File: src/rtl/multi_counter_sched.sv
// multi_counter_sched: init sweep, round-robin command arbiter and
// query-response router in front of the multi_counter state table.
// Ports: clk, rst (async, low), clr; req_vld/rdy/id/op/dat per
// requester; cntr_* command port; status_* from multi_counter;
// rsp_vld_r (one-hot), rsp_id_r, rsp_dat_r query responses.
package multi_counter_pkg;
  typedef enum logic [2:0] {
    OP_NOP  = 3'd0,
    OP_INIT = 3'd1,
    OP_SET  = 3'd2,
    OP_INCR = 3'd3,
    OP_DECR = 3'd4,
    OP_QRY  = 3'd5
  } op_t;
endpackage

module multi_counter_sched
  import multi_counter_pkg::*;
#(
  parameter int REQ_N = 4,
  parameter int CNTRS_N = 256,
  parameter int CNTRS_W = 32,
  parameter int CNTRS_ID_W = $clog2(CNTRS_N),
  parameter int LAT = 4,
  parameter logic [CNTRS_W-1:0] INIT_VAL = '0
) (
  input  logic clk,
  input  logic rst,
  input  logic clr,
  output logic init_done_r,
  input  logic [REQ_N-1:0] req_vld,
  output logic [REQ_N-1:0] req_rdy,
  input  logic [REQ_N-1:0][CNTRS_ID_W-1:0] req_id,
  input  op_t  [REQ_N-1:0] req_op,
  input  logic [REQ_N-1:0][CNTRS_W-1:0] req_dat,
  output logic cntr_pass,
  output logic [CNTRS_ID_W-1:0] cntr_id,
  output op_t  cntr_op,
  output logic [CNTRS_W-1:0] cntr_dat,
  input  logic status_pass_r,
  input  logic status_qry_r,
  input  logic [CNTRS_ID_W-1:0] status_id_r,
  input  logic [CNTRS_W-1:0] status_dat_r,
  output logic [REQ_N-1:0] rsp_vld_r,
  output logic [CNTRS_ID_W-1:0] rsp_id_r,
  output logic [CNTRS_W-1:0] rsp_dat_r
);

  localparam int IDX_W = $clog2(REQ_N);
  localparam int PTR_W = CNTRS_ID_W + 1;
  localparam logic [PTR_W-1:0] LAST_ID =
    PTR_W'(CNTRS_N - 1);
  localparam logic [PTR_W-1:0] PTR_ONE = PTR_W'(1);
  localparam logic [REQ_N-1:0] ONE =
    {{(REQ_N-1){1'b0}}, 1'b1};
  localparam logic [IDX_W-1:0] RR_RST = IDX_W'(REQ_N - 1);

  typedef enum logic {
    ST_INIT = 1'b0,
    ST_RUN  = 1'b1
  } state_e;

  state_e state_q, state_d;
  logic [PTR_W-1:0] ptr_q, ptr_d;
  logic [IDX_W-1:0] rr_q, rr_d;
  logic init_done_q, init_done_d;
  logic [LAT-1:0] tag_vld_q, tag_vld_d;
  logic [LAT-1:0][IDX_W-1:0] tag_idx_q, tag_idx_d;
  logic [REQ_N-1:0] rsp_vld_q, rsp_vld_d;
  logic [CNTRS_ID_W-1:0] rsp_id_q, rsp_id_d;
  logic [CNTRS_W-1:0] rsp_dat_q, rsp_dat_d;

  logic gnt_vld;
  logic [IDX_W-1:0] gnt_idx;
  logic [IDX_W-1:0] cand;
  logic st_init;
  logic issue;
  logic rsp_fire;

  // circular search starting just after the last grant
  always_comb begin
    gnt_vld = 1'b0;
    gnt_idx = '0;
    cand = '0;
    for (int k = 1; k <= REQ_N; k++) begin
      cand = IDX_W'((int'(rr_q) + k) % REQ_N);
      if (!gnt_vld && req_vld[cand]) begin
        gnt_vld = 1'b1;
        gnt_idx = cand;
      end
    end
  end

  assign st_init = (state_q == ST_INIT);
  assign issue = !st_init && !clr && gnt_vld;

  always_comb begin
    cntr_pass = 1'b0;
    cntr_op = OP_NOP;
    cntr_id = '0;
    cntr_dat = '0;
    req_rdy = '0;
    unique case (1'b1)
      st_init: begin
        cntr_pass = 1'b1;
        cntr_op = OP_INIT;
        cntr_id = ptr_q[CNTRS_ID_W-1:0];
        cntr_dat = INIT_VAL;
      end
      issue: begin
        cntr_pass = 1'b1;
        cntr_op = req_op[gnt_idx];
        cntr_id = req_id[gnt_idx];
        cntr_dat = req_dat[gnt_idx];
        req_rdy = ONE << gnt_idx;
      end
      default: ;
    endcase
  end

  always_comb begin
    state_d = state_q;
    ptr_d = ptr_q;
    rr_d = rr_q;
    unique case (state_q)
      ST_INIT: begin
        if (clr) begin
          ptr_d = '0;
        end else if (ptr_q == LAST_ID) begin
          ptr_d = '0;
          state_d = ST_RUN;
        end else begin
          ptr_d = ptr_q + PTR_ONE;
        end
      end
      ST_RUN: begin
        if (clr) begin
          state_d = ST_INIT;
          ptr_d = '0;
        end else if (gnt_vld) begin
          rr_d = gnt_idx;
        end
      end
      default: state_d = ST_INIT;
    endcase
  end

  assign init_done_d = (state_d == ST_RUN);

  // owner of each in-flight command, aligned with status latency
  always_comb begin
    tag_vld_d = '0;
    tag_idx_d = '0;
    tag_vld_d[0] = issue;
    tag_idx_d[0] = gnt_idx;
    for (int i = 1; i < LAT; i++) begin
      tag_vld_d[i] = tag_vld_q[i-1];
      tag_idx_d[i] = tag_idx_q[i-1];
    end
  end

  // a query status only ever arrives together with pass
  assign rsp_fire = status_pass_r && status_qry_r
                 && tag_vld_q[LAT-1];

  always_comb begin
    rsp_vld_d = '0;
    rsp_id_d = rsp_id_q;
    rsp_dat_d = rsp_dat_q;
    if (rsp_fire) begin
      rsp_vld_d = ONE << tag_idx_q[LAT-1];
      rsp_id_d = status_id_r;
      rsp_dat_d = status_dat_r;
    end
  end

  always_ff @(posedge clk or negedge rst) begin
    if (!rst) begin
      state_q <= ST_INIT;
      ptr_q <= '0;
      rr_q <= RR_RST;
      init_done_q <= 1'b0;
      tag_vld_q <= '0;
      tag_idx_q <= '0;
      rsp_vld_q <= '0;
      rsp_id_q <= '0;
      rsp_dat_q <= '0;
    end else begin
      state_q <= state_d;
      ptr_q <= ptr_d;
      rr_q <= rr_d;
      init_done_q <= init_done_d;
      tag_vld_q <= tag_vld_d;
      tag_idx_q <= tag_idx_d;
      rsp_vld_q <= rsp_vld_d;
      rsp_id_q <= rsp_id_d;
      rsp_dat_q <= rsp_dat_d;
    end
  end

  assign init_done_r = init_done_q;
  assign rsp_vld_r = rsp_vld_q;
  assign rsp_id_r = rsp_id_q;
  assign rsp_dat_r = rsp_dat_q;

  qry_has_owner_a: assert property (
    @(posedge clk) disable iff (!rst)
    status_qry_r |-> tag_vld_q[LAT-1]
  );

endmodule

File: config.mk
export PLATFORM = sky130hd
export DESIGN_NAME = multi_counter_sched
export DESIGN_NICKNAME = d
export VERILOG_FILES = /design/src/rtl/multi_counter_sched.sv
export SDC_FILE = /design/constraint.sdc
export NUM_CORES = 1
export LEC_CHECK = 0
export ABC_AREA = 1
export CORE_MARGIN = 3
export CORE_UTILIZATION = 33
export DETAILED_ROUTE_END_ITERATION = 8
export PLACE_DENSITY = 0.78
export SLEW_MARGIN = 20
export SYNTH_ARGS = -nofsm -noshare
export SYNTH_HDL_FRONTEND = slang
export SYNTH_SLANG_ARGS = --single-unit
File: constraint.sdc
create_clock -name clk -period 2.05 [get_ports clk]
set_clock_uncertainty 0.1 [all_clocks]
set_input_delay 0.205 -clock clk [delete_from_list [all_inputs] [get_ports clk]]
set_output_delay 0.205 -clock clk [all_outputs]
set_load 0.1 [all_outputs]
**Word level (Yosys, flattened, before mapping)**

Index checks and enable logic that the tools add are counted.

- $add $sub $neg: 5
- $lt $le $gt $ge: 5
- Equality and inequality tests: 2
- Shift operators: 2
- Muxes and demuxes: 36
- Bitwise logic cells: 2
- Reduce and logical (&&, ||, !) cells: 13

Operators with widths:

| operator | number |
|---|---|
| binary-select mux 32 bit (select 2 bit) | 1 |
| two-way mux 32 bit | 2 |
| two-way mux 9 bit | 3 |
| one-hot mux 9 bit (2 select lines) | 1 |
| binary-select mux 8 bit (select 2 bit) | 1 |
| one-hot mux 8 bit (2 select lines) | 1 |
| less-than comparator 2 x 3 -> 1 bit (second input constant) | 5 |
| two-way mux 1 bit | 12 |
| adder 9 x 1 -> 9 bit (second input constant) | 1 |
| == test 9 x 8 -> 1 bit (second input constant) | 1 |
| binary-select mux 1 bit (select 2 bit) | 4 |
| two-way mux 2 bit | 4 |
| two-way mux 4 bit | 2 |
| two-way mux 8 bit | 1 |
| left shift 1 x 2 -> 4 bit (first input constant) | 2 |
| logical AND 1 bit | 7 |
| binary-select mux 3 bit (select 2 bit) | 1 |
| one-hot mux 3 bit (2 select lines) | 1 |
| adder 2 x 1 -> 2 bit (second input constant) | 2 |
| adder 2 bit (second input constant) | 2 |
| zero test 1 bit | 4 |
| two-way mux 3 bit | 1 |
| AND reduction 3 bit | 1 |
| inequality test 2 bit (second input constant) | 1 |
| other kinds (3) | 4 |

- Register bits: 68
- Bits of input ports: 221
- Output and inout bits: 93
- Word-level logic and storage cells: 76

**Logic depth before layout (Yosys ltp)**

Gate-level depths: netlist of the first run.

- Depth in word-level cells: 16
- Gate-level depth with buffers: 17
- Depth with buffers taken out: 15

**Least setup slack after synthesis of the first run**

OpenSTA, ideal clock, no wires.

- Path kind: register -> output
- From: register init_done_r (netlist name)
- To: output port req_rdy[0]
- Arrival time: 3.990 ns
- Required time: 1.745 ns
- Setup slack: -2.245 ns
- Cell stages (with the launch flop): 6
- Buffers on the path: 1
- Cells stage by stage: dfrtp_1 -> clkinv_1 -> nor2_1 -> nand2_1 -> buf_2 -> nor3_1

RTL lines:

| item | line | source |
|---|---|---|
| end: declaration | 32 | `output logic [REQ_N-1:0] req_rdy,` |

**Worst setup path after layout of the first run**

- From: register rr_q[0]
- To: output port cntr_id[0]

- Word-level cells in the longest chain between the ends: 16
- Elaborated cells on any way between the ends: 30
- Classes of those cells: add/sub (4); mux (19); reduce/logical (7)

Ends and longest elaborated chain:

| item | line | source |
|---|---|---|
| start: declaration | 65 | `logic [IDX_W-1:0] rr_q, rr_d;` |
| start signal: assignment | 191 | `rr_q <= rr_d;` |
| adder 2 x 1 -> 2 bit | 86 | `cand = IDX_W'((int'(rr_q) + k) % REQ_N);` |
| binary-select mux 1 bit (select 2 bit) | 87 | `if (!gnt_vld && req_vld[cand]) begin` |
| two-way mux 1 bit (not written as such) | 87 |  |
| two-way mux 1 bit | 87 |  |
| zero test 1 bit | 87 |  |
| logical AND 1 bit | 87 |  |
| two-way mux 1 bit | 87 |  |
| zero test 1 bit | 87 |  |
| logical AND 1 bit | 87 |  |
| two-way mux 1 bit | 87 |  |
| zero test 1 bit | 87 |  |
| logical AND 1 bit | 87 |  |
| two-way mux 2 bit | 87 |  |
| binary-select mux 8 bit (select 2 bit) | 113 | `cntr_id = req_id[gnt_idx];` |
| two-way mux 8 bit (not written as such) | 113 |  |
| one-hot mux 8 bit (2 select lines) * | 103 | `unique case (1'b1)` |
| end: declaration | 37 | `output logic [CNTRS_ID_W-1:0] cntr_id,` |

Mark *: on every way between the ends. The rest lies on a longest branch, timed or not. The select of a mux whose other input is x is not followed.

==> impl_metrics.env, run 1 <==
export IMPL_fin_crit_sh_pct=151
export IMPL_min_path_type="reg -> reg"
export IMPL_n_fill_cell=906
export IMPL_hold_slack_ns=0.245
export IMPL_slew_headroom_pct=60.7
export IMPL_hpwl_um=15800
export IMPL_grt_overflow=0
export IMPL_crit_top_cell="nand2_2"
export IMPL_grt_antenna_before_repair=2
export IMPL_ys_warn_count=0
export IMPL_dieArea_mm2=0.0158
export IMPL_grt_pass1_wl_um=33600
export IMPL_cts_root_buf="clkbuf_16"
export IMPL_regArea_mm2=0.00171
export IMPL_synthSimpleGateAreaFrac_pct=40.0
export IMPL_status="finished with violations"
export IMPL_clock_path_buffers=2
export IMPL_grt_pass1_vias=6543
export IMPL_critPathSlowestCell="dfstp_2"
export IMPL_yosys_top_cells_count="366 x nand2_1, 66 x dfrtp_1, 52 x nand4_1"
export IMPL_synthTopCellsByArea="dfrtp_1 35%, nand2_1 29%, mux2_2 9.6%"
export IMPL_synthesis_area_mm2=0.00471
export IMPL_fp_dieW_um=126
export IMPL_r2r_slack_ns=-0.49
export IMPL_max_cap_viol_count=0
export IMPL_synth_fa_ha_area_share_pct=0.265
export IMPL_finalHoldViolations=0
export IMPL_fmax_mhz=324
export IMPL_rsz0062_at_grt="yes"
export IMPL_clkTransAtPathRegs_ns=0.06
export IMPL_failed_checks="negative setup slack"
export IMPL_finalSetupViolCount=53
export IMPL_rows=43
export IMPL_synth_edf_count=0
export IMPL_clock_sinks=68
export IMPL_synth_most_common_cell="nand2_1"
export IMPL_avgRoutedWirePerCell_um=18.1
export IMPL_ys_seq_elements=68
export IMPL_synth_compound_area_share_pct=5.55
export IMPL_crit_type="reg -> out"
export IMPL_use_met1_pct=28.5
export IMPL_crit_path_max_incr_delay_ns=0.63
export IMPL_synth_xor_area_share_pct=0.929
export IMPL_fin_ws_ns=-1.04
export IMPL_synthCells=685
export IMPL_place_ws_ns=-0.562
export IMPL_grt_usage_pct=26.4
export IMPL_drt_pass1_iterations=5
export IMPL_clock_latency_ns=0.33
export IMPL_worst_ep_arrival_time_ns=2.79
export IMPL_drive_above_1_share_pct=38.5
export IMPL_vdd_ir_drop_max_uv=478
export IMPL_synth_avg_cell_area_um2=6.88
export IMPL_drt_iter0_drc=343
export IMPL_ys_flop_type="dfrtp_1"
export IMPL_grt_start_max_net_pins=46
export IMPL_nets=1283
export IMPL_worst_slew_pin_slew_ns=0.590
export IMPL_drc_errors=0
export IMPL_gp_congestion=0.881
export IMPL_busiest_layer="met2"
export IMPL_path_cells="buf_6, nand2_2, nand2_2, o21ai_2, o21ai_2, nand2_2, a21oi_4, clkinv_4, buf_12, nand2_1, nand2_1, nand2_2, nand2_8, buf_12"
export IMPL_power_per_cell_area_mw_per_mm2=809
export IMPL_ys_async_sr_fraction_pct=100
export IMPL_synth_area_leader_cell="dfrtp_1"
export IMPL_slew_violations=0
export IMPL_yosysTopAreaCellShare_pct=35.0
export IMPL_io_buffer_count=313
export IMPL_vias_per_cell=5.15
export IMPL_pin_count=314
export IMPL_cts_buffers=9
export IMPL_final_core_util_pct=77.7
export IMPL_start_util_pct=33.8
export IMPL_muxShareOfSynthArea_pct=9.55
export IMPL_ant_nets=0
export IMPL_power_leakage_nw=5.00
export IMPL_die_y_um=126
export IMPL_multi_input_area_mm2=0.00356
export IMPL_met2_usage_pct=48.8
export IMPL_vias=6417
export IMPL_syn_nets=907
export IMPL_cts_tree="yes"
export IMPL_startpoint_type="flop"
export IMPL_cp_required_ns=1.75
export IMPL_met3_usage_pct=5.98
export IMPL_htree_levels=3
export IMPL_path_max_fanout=6
export IMPL_min_period_ns=3.09
export IMPL_core_area_mm2=0.0139
export IMPL_crit_path_end_kind="output port"
export IMPL_yosysSeqAreaShare_pct=36.1
export IMPL_synth_top_family_by_area="simple AND/OR/NAND/NOR gates"
export IMPL_synth_distinct_cells=30
export IMPL_area_growth_pct=130
export IMPL_wl_um=22600
-- critical path: cells and delay by family (launching register included) --
family	cells	cell delay (ns)
buffers and inverters	4	0.64
DFF	1	0.63
and+or+nand+nor	7	0.59
AOI/OAI and AO/OA	3	0.57
-- sequential cells by signal, indices dropped and copies added (netlist names) --
name         cells
rsp_id_r         8
rr_q             2
tag_idx_q        2
ptr_q            9
tag_vld_q        4
tag_idx_d        6
rsp_vld_r        4
init_done_r      1
rsp_dat_r       32
-- layout make-up --
class	instances	share of cell area (%)
Timing Repair Buffer	412	45.3
Tap cell	180	2.08
Inverter	26	1.13
Clock inverter	4	0.462
Multi-Input combinational cell	544	32.9
Antenna cell	2	0.0462
Clock buffer	11	2.24
Sequential cell	68	15.8
-- final timing paths --
| kind | startpoint | end | cells after the start |
|---|---|---|---|
| worst min register to register | tag_idx_d[6] | tag_idx_q[6] | 0 |
| worst max register to register | rr_q[0] | rr_q[0] | 16 |
| min in group asynchronous | rst | rsp_dat_r[17] | 2 |
| worst max-delay path | rr_q[0] | cntr_id[0] | 14 |
| worst min-delay path | tag_idx_d[6] | tag_idx_q[6] | 0 |
| max in group asynchronous | rst | rsp_id_r[0] | 3 |
-- per-layer routing --
metal | up-vias | wire (um)
met4 | 0 | 933
li1 | 2995 | -
met3 | 69 | 1610
met5 | - | 0
met2 | 323 | 11800
met1 | 3030 | 8250
-- logic make-up (layout without fill, tap and decap cells) --
kind of cell	count (synthesis)	after routing
and+or+nand+nor	448	448
buffers and inverters	73	453
DFF	68	68
AOI/OAI and AO/OA	50	50
muxes	40	40
xor gates and xnor gates	5	5
adders and majority gates	1	1
other	0	2
-- timing repair --
item	in CTS	in global routing
cloned	5	7
hold endpoints to repair	21	0
resized for setup	118	30
setup buffers	13	19
pin swaps	28	10
setup endpoints to repair	50	58
hold buffers	1	0
-- metrics by stage --
stage	cells	TNS (ns)	power, W	area, um2
after global routing	1247	-53.27	0.00924	10800
after detailed placement	1186	-24.62	0.00559	9480
after CTS	1220	-40.24	0.00802	10400
final	1247	-48.64	0.00876	10800
after global placement	1186	-22.61	0.00553	9480
after floorplan	685	-24.36	0.00420	5440
-- power by group --
part	switching [W]	leakage (nW)	internal, W
Sequential	0.0000610	0.914	0.00146
Clock	0.000540	0.138	0.000965
Combinational	0.00310	3.94	0.00264
-- cells in the final DEF (no fill, tap or decap), drive strengths merged --
cell type,count
a211oi,1
nand4,52
dfstp,2
clkinvlp,3
bufinv,1
o22ai,5
diode,2
nand2,367
a21oi,36
clkdlybuf4s50,219
nand3,14
inv,23
buf,185
mux2,40
clkinv,3
nor3,8
ha,1
o211ai,1
nor2,7
clkbuf,18
xnor2,1
dlygate4sd3,1
dfrtp,66
xor2,4
o21ai,7
Power figures use the tool's default switching activity.
==> run 2: changes to the inputs <==
SKIP_CTS_REPAIR_TIMING = 1   (was default)
==> impl_metrics.env, run 2 (synthesis gave the netlist of run 1 again) <==
export IMPL_area_growth_pct=116
export IMPL_netSwitchingFraction_pct=42.8
export IMPL_pin_count=314
export IMPL_use_met1_pct=26.3
export IMPL_rows=43
export IMPL_rsz0062_at_grt="yes"
export IMPL_gp_congestion=0.881
export IMPL_worst_ep_arrival_time_ns=2.70
export IMPL_cp_required_ns=1.75
export IMPL_startpoint_type="flop"
export IMPL_grt_pass1_wl_um=31000
export IMPL_htree_levels=3
export IMPL_wl_um=20600
export IMPL_grt_start_max_net_pins=46
export IMPL_grt_usage_pct=24.2
export IMPL_fin_crit_sh_pct=147
export IMPL_final_core_util_pct=73.1
export IMPL_p_comb_share_pct=61.5
export IMPL_start_util_pct=33.8
export IMPL_min_path_type="reg -> reg"
export IMPL_met3_usage_pct=6.24
export IMPL_drt_iter0_drc=268
export IMPL_grt_pass1_vias=6217
export IMPL_clock_latency_ns=0.32
export IMPL_ant_nets=0
export IMPL_die_y_um=126
export IMPL_path_max_fanout=8
export IMPL_core_area_mm2=0.0139
export IMPL_met2_usage_pct=44.5
export IMPL_seqPwrFrac_pct=19.4
export IMPL_dieArea_mm2=0.0158
export IMPL_cts_buffers=9
export IMPL_crit_path_end_kind="output port"
export IMPL_layout_cells_most_common="nand2_1"
export IMPL_io_buffer_count=313
export IMPL_max_cap_viol_count=0
export IMPL_clock_path_buffers=2
export IMPL_power_internal_w=0.00448
export IMPL_fmax_mhz=333
export IMPL_failed_checks="negative setup slack"
export IMPL_crit_type="reg -> out"
export IMPL_finalPower_w=0.00784
export IMPL_final_cell_mix="305 x nand2_1, 219 x clkdlybuf4s50_1, 75 x buf_4"
export IMPL_vias_per_cell=5.02
export IMPL_vdd_ir_drop_max_uv=461
export IMPL_power_per_cell_area_mw_per_mm2=769
export IMPL_busiest_layer="met2"
export IMPL_drt_pass1_iterations=5
export IMPL_grt_overflow=0
export IMPL_grt_antenna_before_repair=1
export IMPL_switchingPower_w=0.00335
export IMPL_clkTransAtPathRegs_ns=0.05
export IMPL_power_leakage_nw=4.71
export IMPL_status="finished with violations"
export IMPL_avgRoutedWirePerCell_um=16.9
export IMPL_finalHoldViolations=0
export IMPL_cts_tree="yes"
export IMPL_finalSetupViolCount=50
export IMPL_drc_errors=0
export IMPL_fp_dieW_um=126
export IMPL_slew_violations=0
export IMPL_largest_reg_flops=32
export IMPL_p_clk_share_pct=19.1
export IMPL_n_fill_cell=1035
export IMPL_drive_above_1_share_pct=32.5
export IMPL_vias=6104
export IMPL_cts_root_buf="clkbuf_16"
export IMPL_clock_sinks=68
export IMPL_hpwl_um=15800
export IMPL_nets=1253
export IMPL_min_period_ns=3.00
export IMPL_fin_ws_ns=-0.954
export IMPL_worst_slew_pin_slew_ns=0.581
export IMPL_slew_headroom_pct=61.2
-- run 2: critical path, stage by stage, from the launching register on --
cell	delay (ns)
dfstp_2	0.62
inv_6	0.07
nand2_1	0.09
nand2_1	0.09
nand2_2	0.09
nand2_2	0.08
nor2_4	0.13
nand3_4	0.12
nand3_4	0.18
buf_12	0.16
clkbuf_16	0.15
nand2_1	0.06
nand2_1	0.07
nand2_1	0.09
a21oi_4	0.17
buf_12	0.19
-- run 2: layout make-up --
cell class,instances,area [um2],area share [%]
timing repair buffer,382,4430,43.5
sequential,68,1710,16.8
inverter,26,113,1.11
multi-input combinational,544,3410,33.5
clock inverter,4,50.0,0.491
antenna,1,2.50,0.0246
tap,180,225,2.21
clock buffer,11,243,2.38
-- run 2: stage by stage --
| stage | TNS (ns) | hold slack, ns | instance area [um2] | instances | worst slack, ns |
|---|---|---|---|---|---|
| finish | -42.94 | 0.247 | 10200 | 1216 | -0.954 |
| global route | -48.84 | 0.252 | 10200 | 1216 | -1.07 |
| CTS | -41.94 | -0.209 | 9780 | 1201 | -0.930 |
| detailed placement | -24.62 | 0.142 | 9480 | 1186 | -0.562 |
| global placement | -22.61 | 0.137 | 9480 | 1186 | -0.513 |
| floorplan | -24.36 | -0.191 | 5440 | 685 | -0.626 |
-- run 2: final timing paths --
path | start | to | slack [ns] | cells past startpoint
worst max-delay path | rr_q[0] | cntr_op[2] | -0.95 | 15
worst min-delay path | tag_idx_d[2] | tag_idx_d[4] | 0.25 | 0
worst max register to register | rr_q[0] | rr_q[0] | -0.27 | 14
worst min register to register | tag_idx_d[2] | tag_idx_d[4] | 0.25 | 0
max in group asynchronous | rst | rsp_dat_r[27] | 0.90 | 3
min in group asynchronous | rst | rsp_dat_r[17] | 0.32 | 2
-- run 2: power by group through the flow --
stage | Sequential [W] | Combinational [W] | Clock, W
after floorplan | 0.00174 | 0.00246 | 0
after global placement | 0.00153 | 0.00399 | 0
after detailed placement | 0.00154 | 0.00405 | 0
after CTS | 0.00152 | 0.00406 | 0.00153
after global routing | 0.00153 | 0.00520 | 0.00159
final | 0.00152 | 0.00482 | 0.00150
-- run 2: routing by layer --
| layer | routed length, um | share of wire [%] |
|---|---|---|
| met5 | 0 | 0 |
| met4 | 727 | 3.5 |
| met3 | 1570 | 7.6 |
| met2 | 10800 | 52 |
| met1 | 7560 | 37 |
==> run 3: changes to the inputs <==
ABC_AREA = default   (was 1)
CORE_UTILIZATION = 31   (was 33)
==> impl_metrics.env, run 3 <==
export IMPL_largest_reg_flops=32
export IMPL_layout_cells_most_common="clkdlybuf4s50_1"
export IMPL_max_cap_viol_count=0
export IMPL_ys_flop_type="dfrtp_1"
export IMPL_startpoint_type="flop"
export IMPL_slew_headroom_pct=67.9
export IMPL_power_per_cell_area_mw_per_mm2=509
export IMPL_synthTopCellsByArea="dfrtp_1 40%, mux2i_1 21%, mux2_2 11%"
export IMPL_fin_ws_ns=-0.656
export IMPL_start_util_pct=32.2
export IMPL_drt_pass1_iterations=4
export IMPL_cts_tree="yes"
export IMPL_path_max_fanout=7
export IMPL_grt_pass1_vias=4805
export IMPL_placed_cells=859
export IMPL_nets=941
export IMPL_synthesis_area_mm2=0.00413
export IMPL_ys_seq_elements=68
export IMPL_reg2reg_depth=7
export IMPL_synth_distinct_cells=37
export IMPL_fin_crit_sh_pct=132
export IMPL_grt_antenna_before_repair=5
export IMPL_crit_path_max_incr_delay_ns=0.61
export IMPL_cts_root_buf="clkbuf_16"
export IMPL_min_period_ns=2.71
export IMPL_pin_count=314
export IMPL_whs_path_depth=0
export IMPL_hold_start="tag_idx_d[3]"
export IMPL_drive_above_1_share_pct=45.4
export IMPL_path_cells="nand2b_4, a21oi_2, o221a_4, buf_4, clkbuf_16, mux2i_1, buf_4, o22ai_4, buf_12"
export IMPL_final_cell_mix="218 x clkdlybuf4s50_1, 65 x buf_4, 65 x dfrtp_1"
export IMPL_worst_ep_arrival_time_ns=2.40
export IMPL_synth_most_common_cell="mux2i_1"
export IMPL_hpwl_um=14000
export IMPL_vdd_ir_drop_max_uv=327
export IMPL_slew_violations=0
export IMPL_clkTransAtPathRegs_ns=0.05
export IMPL_worstHoldEndpoint="tag_idx_d[5]"
export IMPL_critPathSlowestCell="dfstp_2"
export IMPL_worst_slew_pin_slew_ns=0.478
export IMPL_ant_nets=0
export IMPL_finalSetupViolCount=47
export IMPL_synthCells=373
export IMPL_rows=41
export IMPL_gp_congestion=0.880
export IMPL_cts_buffers=9
export IMPL_crit_top_cell="buf_4"
export IMPL_area_growth_pct=140
export IMPL_grt_pass1_wl_um=25200
export IMPL_n_fill_cell=733
export IMPL_clock_path_buffers=2
export IMPL_synth_edf_count=0
export IMPL_io_buffer_count=313
export IMPL_ys_warn_count=0
export IMPL_place_ws_ns=-0.545
export IMPL_die_y_um=121
export IMPL_ys_async_sr_fraction_pct=100
export IMPL_reg2reg_from="rr_q[1]"
export IMPL_synth_avg_cell_area_um2=11.1
export IMPL_vias_per_cell=5.16
export IMPL_syn_nets=595
export IMPL_grt_start_max_net_pins=69
export IMPL_yosysSeqAreaShare_pct=41.2
export IMPL_clock_latency_ns=0.32
export IMPL_power_leakage_nw=4.01
export IMPL_cp_required_ns=1.75
export IMPL_instances_no_fill=901
export IMPL_yosys_top_cells_count="87 x mux2i_1, 66 x dfrtp_1, 40 x mux2_2"
export IMPL_fmax_mhz=369
export IMPL_rsz0062_at_grt="yes"
export IMPL_crit_type="reg -> out"
export IMPL_drc_errors=0
export IMPL_core_area_mm2=0.0128
export IMPL_crit_path_end_kind="output port"
export IMPL_timing_rr_end="tag_idx_d[2]"
export IMPL_min_path_type="reg -> reg"
export IMPL_status="finished with violations"
export IMPL_grt_usage_pct=22.1
export IMPL_avgRoutedWirePerCell_um=22.0
export IMPL_vias=4651
export IMPL_synth_area_leader_cell="dfrtp_1"
export IMPL_grt_overflow=0
export IMPL_dieArea_mm2=0.0148
export IMPL_yosysTopAreaCellShare_pct=40.0
export IMPL_drt_iter0_drc=177
export IMPL_finalHoldViolations=0
export IMPL_fp_dieW_um=121
export IMPL_wl_um=19800
export IMPL_htree_levels=3
export IMPL_clock_sinks=68
export IMPL_r2r_slack_ns=0.12
export IMPL_failed_checks="negative setup slack"
[run 3: changes by cell type after synthesis, moves of 12 or more]
cell | before | now
nand4_1 | 52 | 1
clkbuf_1 | 18 | 6
mux2i_1 | 0 | 87
nand2_1 | 366 | 10
a21oi_1 | 36 | 9
o22ai_1 | 5 | 34
nor3b_1 | 0 | 21
[run 3: cell families (layout without fill, tap and decap cells)]
family / after synthesis / in the layout / share of synthesized area, %
flops: 68 / 68 / 41.2
other cells: 0 / 5 / 0
buf+inv: 41 / 392 / 5.72
mux: 127 / 127 / 32.0
fa+ha+maj: 1 / 1 / 0.303
xor+xnor: 2 / 2 / 0.424
simple gates: 70 / 70 / 9.63
compound gates: 64 / 64 / 10.7
[run 3: layout make-up]
type / instances / area (um2) / area share, %
Antenna cell: 5 / 12.5 / 0.126
Tap cell: 172 / 215 / 2.17
Inverter: 11 / 41.3 / 0.416
Clock buffer: 14 / 254 / 2.56
Multi-Input combinational cell: 264 / 3420 / 34.4
Timing Repair Buffer: 365 / 4270 / 43.0
Sequential cell: 68 / 1710 / 17.2
Clock inverter: 2 / 10.0 / 0.101
[run 3: critical path: cells and delay by family, from the launching register on]
family | cells | cell delay [ns]
AO/OA/AOI/OAI | 3 | 0.50
buffers and inverters | 4 | 0.68
flip-flops | 1 | 0.61
multiplexers | 1 | 0.13
AND/OR/NAND/NOR | 1 | 0.16
[run 3: report_power, final]
part	internal (W)	switching, W
clock network	0.000847	0.000487
registers	0.00142	0.0000561
logic	0.00118	0.00106
total	0.00345	0.00160
[run 3: through the flow]
| stage | setup TNS, ns | cell area (um2) | utilization (%) | hold slack, ns | power (W) |
|---|---|---|---|---|---|
| floorplan | -24.14 | 4690 | - | -0.191 | 0.00243 |
| global placement | -18.73 | 8620 | 67.2 | 0.144 | 0.00313 |
| detailed placement | -22.37 | 8620 | 67.2 | 0.155 | 0.00316 |
| CTS | -28.16 | 8880 | 69.3 | -0.187 | 0.00452 |
| global route | -31.75 | 9930 | 77.4 | 0.258 | 0.00525 |
| finish | -27.73 | 9930 | 77.4 | 0.246 | 0.00505 |
[run 3: worst max-delay path by stage]
| stage | slack [ns] | start | endpoint | cells after the start |
|---|---|---|---|---|
| CTS | -0.66 | rr_q[1] | cntr_id[2] | 6 |
| finish | -0.66 | rr_q[1] | cntr_dat[8] | 9 |
| floorplan | -1.20 | rr_q[0] | cntr_id[2] | 7 |
| global placement | -0.46 | req_vld[3] | cntr_op[0] | 8 |
| global route | -0.74 | rr_q[1] | cntr_dat[8] | 8 |
| detailed placement | -0.54 | req_vld[3] | cntr_id[2] | 8 |
[run 3: layer usage]
layer / wire length (um) / GRT usage, %
met1: 6560 / 22.0
met2: 10700 / 41.3
met4: 689 / 7.84
met3: 1860 / 8.67
met5: 0 / 0
